**src/rtl/kbd_pkg.sv**
```systemverilog
// rtl/kbd_pkg.sv - shared scan-code constants, FSM states and event type for the keyboard sequencer.
package kbd_pkg;

  localparam logic [7:0] SC_EXT  = 8'hE0;
  localparam logic [7:0] SC_BRK  = 8'hF0;
  localparam logic [7:0] SC_NULL = 8'h00;

  typedef enum logic [2:0] {
    IDLE,
    POP,
    DECODE,
    EMIT,
    GAP
  } state_e;

  // "release" is a language keyword, so the break flag is named rel.
  typedef struct packed {
    logic       ext;
    logic       rel;
    logic [7:0] code;
  } kbd_evt_t;

endpackage

```
**src/rtl/kbd_prefix_decode.sv**
```systemverilog
// rtl/kbd_prefix_decode.sv - pure classification of the popped byte against prefix flags and held key.
module kbd_prefix_decode
  import kbd_pkg::*;
(
  input  logic       [7:0] byte_i,
  input  logic             ext_i,
  input  logic             brk_i,
  input  logic       [8:0] held_i,
  input  logic             key_held_i,
  output logic             is_prefix,
  output logic             is_null,
  output logic             is_repeat,
  output kbd_evt_t         evt
);

  always_comb begin
    is_null   = (byte_i == SC_NULL);
    is_prefix = (byte_i == SC_EXT) || (byte_i == SC_BRK);
    evt       = '{ext: ext_i, rel: brk_i, code: byte_i};
    // A repeat is a make for the very key (including its E0 bit) still held down.
    is_repeat = !is_null && !is_prefix && !brk_i && key_held_i &&
                ({ext_i, byte_i} == held_i);
  end

endmodule

```
**src/rtl/kbd_event_sequencer.sv**
```systemverilog
// rtl/kbd_event_sequencer.sv - drains the PS/2 FIFO, folds E0/F0 prefixes and hands out key events.
// Define KBD_REPEAT_EN to emit typematic repeats as make events flagged on evt_repeat.
module kbd_event_sequencer
  import kbd_pkg::*;
#(
  parameter int CNT_W = 8
) (
  input  logic             clk,
  input  logic             rst,
  input  logic [7:0]       fifo_data,
  input  logic             fifo_ready,
  input  logic             fifo_overflow,
  output logic             fifo_nextdata_n,
  output logic             evt_valid,
  input  logic             evt_ready,
  output logic [7:0]       evt_code,
  output logic             evt_ext,
  output logic             evt_release,
  output logic             key_held,
  output logic [CNT_W-1:0] press_count,
`ifdef KBD_REPEAT_EN
  output logic             evt_repeat,
`endif
  output logic             ovf_sticky
);

  state_e           state_q, state_d;
  logic [7:0]       byte_q, byte_d;
  logic             nextdata_n_q, nextdata_n_d;
  logic             ext_q, ext_d;
  logic             brk_q, brk_d;
  logic [8:0]       held_q, held_d;
  logic             key_held_q, key_held_d;
  logic [CNT_W-1:0] cnt_q, cnt_d;
  logic             ovf_q, ovf_d;
  kbd_evt_t         evt_q, evt_d;
`ifdef KBD_REPEAT_EN
  logic             rep_q, rep_d;
`endif

  logic     is_prefix, is_null, is_repeat;
  kbd_evt_t dec_evt;

  kbd_prefix_decode u_decode (
    .byte_i     (byte_q),
    .ext_i      (ext_q),
    .brk_i      (brk_q),
    .held_i     (held_q),
    .key_held_i (key_held_q),
    .is_prefix  (is_prefix),
    .is_null    (is_null),
    .is_repeat  (is_repeat),
    .evt        (dec_evt)
  );

  always_comb begin
    state_d      = state_q;
    byte_d       = byte_q;
    nextdata_n_d = 1'b1;
    ext_d        = ext_q;
    brk_d        = brk_q;
    held_d       = held_q;
    key_held_d   = key_held_q;
    cnt_d        = cnt_q;
    ovf_d        = ovf_q;
    evt_d        = evt_q;
`ifdef KBD_REPEAT_EN
    rep_d        = rep_q;
`endif
    case (state_q)
      IDLE: begin
        if (fifo_ready) begin
          byte_d       = fifo_data;
          nextdata_n_d = 1'b0;
          state_d      = POP;
        end
      end
      POP: state_d = DECODE;
      DECODE: begin
        if (is_null) begin
          state_d = GAP;
        end else if (is_prefix) begin
          if (byte_q == SC_EXT) ext_d = 1'b1;
          else                  brk_d = 1'b1;
          state_d = GAP;
        end else begin
          ext_d = 1'b0;
          brk_d = 1'b0;
`ifdef KBD_REPEAT_EN
          rep_d = 1'b0;
`endif
          if (dec_evt.rel) begin
            key_held_d = 1'b0;
            evt_d      = dec_evt;
            state_d    = EMIT;
          end else if (is_repeat) begin
`ifdef KBD_REPEAT_EN
            evt_d   = dec_evt;
            rep_d   = 1'b1;
            state_d = EMIT;
`else
            state_d = GAP;
`endif
          end else begin
            held_d     = {dec_evt.ext, dec_evt.code};
            key_held_d = 1'b1;
            cnt_d      = cnt_q + CNT_W'(1);
            evt_d      = dec_evt;
            state_d    = EMIT;
          end
        end
      end
      EMIT: begin
        if (evt_ready) state_d = GAP;
      end
      GAP:     state_d = IDLE;
      default: state_d = IDLE;
    endcase
    // Overflow invalidates any half-received prefix sequence; it beats a prefix set.
    if (fifo_overflow) begin
      ovf_d = 1'b1;
      ext_d = 1'b0;
      brk_d = 1'b0;
    end
  end

  always_ff @(posedge clk) begin
    if (!rst) begin
      state_q      <= IDLE;
      byte_q       <= 8'h00;
      nextdata_n_q <= 1'b1;
      ext_q        <= 1'b0;
      brk_q        <= 1'b0;
      held_q       <= 9'h000;
      key_held_q   <= 1'b0;
      cnt_q        <= '0;
      ovf_q        <= 1'b0;
      evt_q        <= '0;
`ifdef KBD_REPEAT_EN
      rep_q        <= 1'b0;
`endif
    end else begin
      state_q      <= state_d;
      byte_q       <= byte_d;
      nextdata_n_q <= nextdata_n_d;
      ext_q        <= ext_d;
      brk_q        <= brk_d;
      held_q       <= held_d;
      key_held_q   <= key_held_d;
      cnt_q        <= cnt_d;
      ovf_q        <= ovf_d;
      evt_q        <= evt_d;
`ifdef KBD_REPEAT_EN
      rep_q        <= rep_d;
`endif
    end
  end

  assign fifo_nextdata_n = nextdata_n_q;
  assign evt_valid       = (state_q == EMIT);
  assign evt_code        = evt_q.code;
  assign evt_ext         = evt_q.ext;
  assign evt_release     = evt_q.rel;
  assign key_held        = key_held_q;
  assign press_count     = cnt_q;
  assign ovf_sticky      = ovf_q;
`ifdef KBD_REPEAT_EN
  assign evt_repeat      = rep_q;
`endif

endmodule

```
**config.mk**
```make
export PLATFORM = sky130hd
export DESIGN_NAME = kbd_event_sequencer
export DESIGN_NICKNAME = d
export VERILOG_FILES = /design/src/rtl/kbd_pkg.sv /design/src/rtl/kbd_prefix_decode.sv /design/src/rtl/kbd_event_sequencer.sv
export SDC_FILE = /design/constraint.sdc
export NUM_CORES = 1
export LEC_CHECK = 0
export BUFFER_PORTS_ARGS = -buffer_cell sky130_fd_sc_hd__buf_2
export CELL_PAD_IN_SITES_DETAIL_PLACEMENT = 2
export CELL_PAD_IN_SITES_GLOBAL_PLACEMENT = 2
export CORE_ASPECT_RATIO = 1.25
export CORE_MARGIN = 3
export CORE_UTILIZATION = 35
export CTS_CLUSTER_DIAMETER = 100
export DETAILED_ROUTE_END_ITERATION = 10
export GPL_TIMING_DRIVEN = 0
export PLACE_DENSITY_LB_ADDON = 0.1
export SYNTH_ARGS = -nofsm -noshare
export SYNTH_HDL_FRONTEND = slang
export SYNTH_HIERARCHICAL = 1
export SYNTH_SLANG_ARGS = --single-unit
```
**constraint.sdc**
```tcl
create_clock -name clk -period 4 [get_ports clk]
set_input_delay 0.2 -clock clk [delete_from_list [all_inputs] [get_ports clk]]
set_output_delay 0.2 -clock clk [all_outputs]
set_load 0.1 [all_outputs]
```
# == After elaboration in Yosys (flattened, before gate mapping) ==
# Index checks and enable logic that the tools add are counted.
# classes
n_reduce_logical,18
bitwise_logic,5
eq_ne,11
muxes,16
add_sub_neg,1
# op_table
cell,count
$mux 10,2
$mux 3,6
$eq 8x8->1 const B,2
$pmux 3 s4,1
$eq 9x9->1,1
$add 8x1->8 const B,1
$logic_not 8->1,1
$mux 1,7
$eq 3x2->1 const B,2
$ne 2x2->1 const B,3
$reduce_and 2->1,3
$reduce_and 3->1,2
$not 1->1,5
$reduce_and 5->1,1
$logic_and 1x1->1,4
$ne 2x1->1 const B,2
$reduce_and 4->1,1
$eq 3x1->1 const B,1
$logic_not 1->1,3
$logic_not 3->1,1
$reduce_or 2->1,1
$logic_or 1x1->1,1
# word_totals
inputBits,13
output_inout_bits,22
wordCells,63
ff_bits,43

# == Depth between registers and ports, before layout ==
# depth
ltp_word,12
mapped_depth,8
depth_no_buf,6

# == By module ==
# The synthesis kept the hierarchy.
# modules_own_cells
module,area_per_inst_um2,n_inst,seq_area_each_um2,cells_each
kbd_event_sequencer,1873.0,1,860.8,216
kbd_prefix_decode,224.0,1,0.0,29

# == Least setup slack after synthesis ==
# OpenSTA, ideal clock, no wires.
# synth_timing
path_type,reg2reg
from,reg key_held_q (netlist: key_held)
to,reg cnt_q[1] (netlist: press_count[1])
arrival_ns,2.542
path_stages_with_launch,8
path_buffers,2
setup_time_ns,0.071
t_required_ns,3.929
slack_ns,1.387
synth_period_minus_slack_ns,2.613
path_cell_list,dfxtp_1 nand3b_1 nor4_1 or4_4 buf_6 clkbuf_1 o21ai_0 a21oi_1
# synth_between
elab_chain_cells,4
# synth_lines
element,line,text
start: declaration,kbd_event_sequencer.sv:33,"logic key_held_q, key_held_d;"
start signal: assignment,kbd_event_sequencer.sv:149,key_held_q <= key_held_d;
$logic_and 1x1->1 (2 in series),kbd_prefix_decode.sv:21,is_repeat = !is_null && !is_prefix && !brk_i && key_held_i &&
net is_repeat,kbd_event_sequencer.sv:41,"logic is_prefix, is_null, is_repeat;"
$not 1->1 (no line),--,
$reduce_and 5->1 (no line),--,
end signal: assignment,kbd_event_sequencer.sv:150,cnt_q <= cnt_d;
end: declaration,kbd_event_sequencer.sv:34,"logic [CNT_W-1:0] cnt_q, cnt_d;"
# The timed path passes the listed nets, and every way through them passes these cells.
# A chain may end at the register's enable or synchronous reset.

# == Final worst setup path ==
# layout_timing
from,reg byte_q[5]
to,reg held_q[3]
# layout_between
elab_chain_cells,9
word_cells_on_any_way,15
# layout_lines
element,line,text
start: declaration,kbd_event_sequencer.sv:28,"logic [7:0] byte_q, byte_d;"
start signal: assignment,kbd_event_sequencer.sv:144,byte_q <= byte_d;
$eq 8x8->1,kbd_prefix_decode.sv:18,is_prefix = (byte_i == SC_EXT) || (byte_i == SC_BRK);
$logic_or 1x1->1,kbd_prefix_decode.sv:18,
$logic_not 1->1,kbd_prefix_decode.sv:21,
$logic_and 1x1->1 (3 in series),kbd_prefix_decode.sv:21,
$logic_and 1x1->1 *,kbd_prefix_decode.sv:21,
net is_repeat,kbd_event_sequencer.sv:41,
$not 1->1 (no line) *,--,
$reduce_and 5->1 (no line) *,--,
end signal: assignment,kbd_event_sequencer.sv:148,held_q <= held_d;
end: declaration,kbd_event_sequencer.sv:32,"logic [8:0] held_q, held_d;"
# The timed path passes the listed nets; every way through them passes the cells marked *.

==> out/results.ini <==
[run_status]
outcome=finished clean

[critical_path]
r2r_slack_ps=1140
worstSetupStartpointType=register
worstPathMaxFanout=10
crit_path_end_kind=register
reg2reg_from=byte_q[5]
required_ps=4230
crit_type=reg -> reg
r2r_cells=8
worstPathArrival_ps=3100
r2r-end=held_q[3]

[routing]
ant_nets=0
vias=2008
drt-total-wl_mm=6.50
viasPerCell=5.74
wl_met2_mm=3.35
drt-wirelength-per-cell_um=18.6
dr_wl_met3_um=167
highest_layer=met4
first_pass_iters=4
drtIter0Drc=56
drt-met1-wl_mm=2.84
post-route-drc-count=0

[global_route]
grt_max_degree=13
grt_use_total=0.195
first_global_vias=1997
antenna_found_initial=0
grt_pass1_wl_mm=10.4
grt_remaining_overflow=0

[hold_path]
whs_path_depth=2
hp-class=in -> reg
min_from=evt_ready
hold_end=state_q[1]

[synth]
async_flop_share=0
synth-edff-count=0
ys_seq_area_frac=0.411
synth.cell_area_sq_mm=0.00210
yosysWarnings=6
ys_top_cells_by_area=dfxtp_1 (41%), a21oi_1 (7.6%), o31ai_1 (4.3%)
synth_seq_cells=43
synthDistinctLibCells=42
synthesis.nets=259
yosysTopAreaCell=dfxtp_1
synth_flop_cell=dfxtp_1
synth_top_area_frac=0.411
syn_avg_cell_area_sq_um=8.56
syn_inst=245
synth_most_common_cell=dfxtp_1
synth_commonest_cells=dfxtp_1 (43), a21oi_1 (32), nand2_1 (21)

[clocking]
cts.sinks=43
clk_pin_slew_worst_paths_ps=80
ctsRootBufferMaster=clkbuf_8
postCtsHoldBufs=0
clock_latency_ps=310
ctsResizeCount=0
htreeDepth=2
cts_setup_buffers=0
cts_tree=built
cts.path.max_buffers=2
cts_buffers=5

[sta]
finalSetupViolations=0
hold_viol=0
rsz0062_at_grt=no
finalCritPeriodShare=0.715
worstMarginPinSlew_ps=1050
min_period_ps=2860
skew_ps=5.17
relSlewSlack=0.293
finalSetupTns_ps=0
fmax_ghz=0.349
fin_ws_ps=1140
finalMaxSlewViolations=0

[die]
io_pins=35
coreArea_sq_mm=0.00563
dieHeight_um=92.5
placement_rows=30
die_w_um=75.2
start_util=0.372
die-area_sq_mm=0.00696

[layout]
syn2layout_area_growth_pct=16.5
drive_above_1_share=0.234
diodes=0
num-fill-cells=646
final_area_sq_mm=0.00244
nets=299
stdcell_count=350

[place]
hpwl_mm=4.63
dpl_cell_area_sq_mm=0.00234
gp_congestion=0.789
placed_cells_incl_taps=342
port_buffers=33
pre_cts_ws_ps=1230

[power]
power_density_mw_per_mm2=439
p_leak_nw=0.896
total_power_mw=1.07
irDropWorstVdd_mv=0.231

[run]
drv_cap=0

==> through the flow <==
step | utilization | hold WS (ps)
CTS | 0.434 | 106
global route | 0.434 | 126
finish | 0.434 | 106
floorplan | - | 316
global placement | 0.416 | 430
detailed placement | 0.416 | 430
==> cell families (layout without fill, tap and decap cells) <==
kind of cell,after synthesis,after routing,synth area share
AOI/OAI and AO/OA,66,66,0.189
xor gates and xnor gates,9,9,0.0376
adders and majority gates,1,1,0.00597
buffers and inverters,32,73,0.0865
DFF,43,43,0.411
muxes,3,3,0.0143
and+or+nand+nor,91,91,0.257
==> sequential cells by signal (all words and copies together), names as in the netlist <==
| name | flops |
|---|---|
| byte_q | 8 |
| evt_release | 1 |
| state_q | 3 |
| brk_q | 1 |
| ovf_sticky | 1 |
| key_held | 1 |
| ext_q | 1 |
| press_count | 8 |
| held_q | 9 |
| fifo_nextdata_n | 1 |
| evt_ext | 1 |
| evt_code | 8 |
==> how the worst max path moves through the flow <==
stage | slack [ps] | end | cells after the start | from
5_1_grt | 980 | held_q[1] | 8 | byte_q[5]
6_report | 1140 | held_q[3] | 8 | byte_q[5]
4_1_cts | 1170 | held_q[3] | 8 | byte_q[5]
3_5_place_dp | 1230 | held_q[8] | 8 | byte_q[5]
3_3_place_gp | 1290 | held_q[1] | 8 | byte_q[5]
2_1_floorplan | 1390 | press_count[1] | 7 | key_held
==> worst max-delay path: stages (launching register included) <==
cell	delay, ps
dfxtp_1	500
xnor2_1	180
nand4_1	140
nor4_1	890
or4_4	290
buf_6	140
clkbuf_1	340
o21ai_0	150
a21oi_1	160
==> cell type report <==
type / count / area, sq um / share of cell area
Buffer: 29 / 170 / 0.0697
Multi-Input combinational cell: 170 / 1050 / 0.432
Sequential cell: 43 / 861 / 0.352
Tap cell: 64 / 80.1 / 0.0328
Clock buffer: 8 / 100 / 0.0410
Inverter: 3 / 11.3 / 0.00461
Timing Repair Buffer: 33 / 165 / 0.0676
==> layout by cell type, fill, tap and decap left out, drive strengths merged, types with 2 or more instances in the layout <==
master | netlist | layout
nor2b | 2 | 2
xnor2 | 9 | 9
nor3b | 3 | 3
nor3 | 2 | 2
o21ai | 11 | 11
clkbuf | 15 | 23
nand2b | 5 | 5
or4 | 6 | 6
a31oi | 3 | 3
mux2i | 3 | 3
or2 | 2 | 2
nand4 | 12 | 12
nor2 | 7 | 7
or4b | 2 | 2
a211oi | 2 | 2
nor4 | 5 | 5
o31ai | 12 | 12
a21oi | 33 | 33
nand3 | 16 | 16
buf | 14 | 47
nor4b | 2 | 2
o221a | 2 | 2
inv | 2 | 2
nand2 | 21 | 21
dfxtp | 43 | 43
==> report_power, final <==
| part | switching, mW | total, mW | internal, mW |
|---|---|---|---|
| Combinational | 0.202 | 0.289 | 0.0874 |
| Clock | 0.159 | 0.317 | 0.158 |
| Sequential | 0.0208 | 0.467 | 0.446 |
| Total | 0.382 | 1.07 | 0.691 |
==> layer usage <==
layer / up-vias / track usage
met3: 14 / 0.0271
met1: 994 / 0.236
met2: 33 / 0.342
li1: 967 / -
met4: 0 / 0.0714
met5: - / 0
Note: power is estimated with default switching activity, not from simulation.
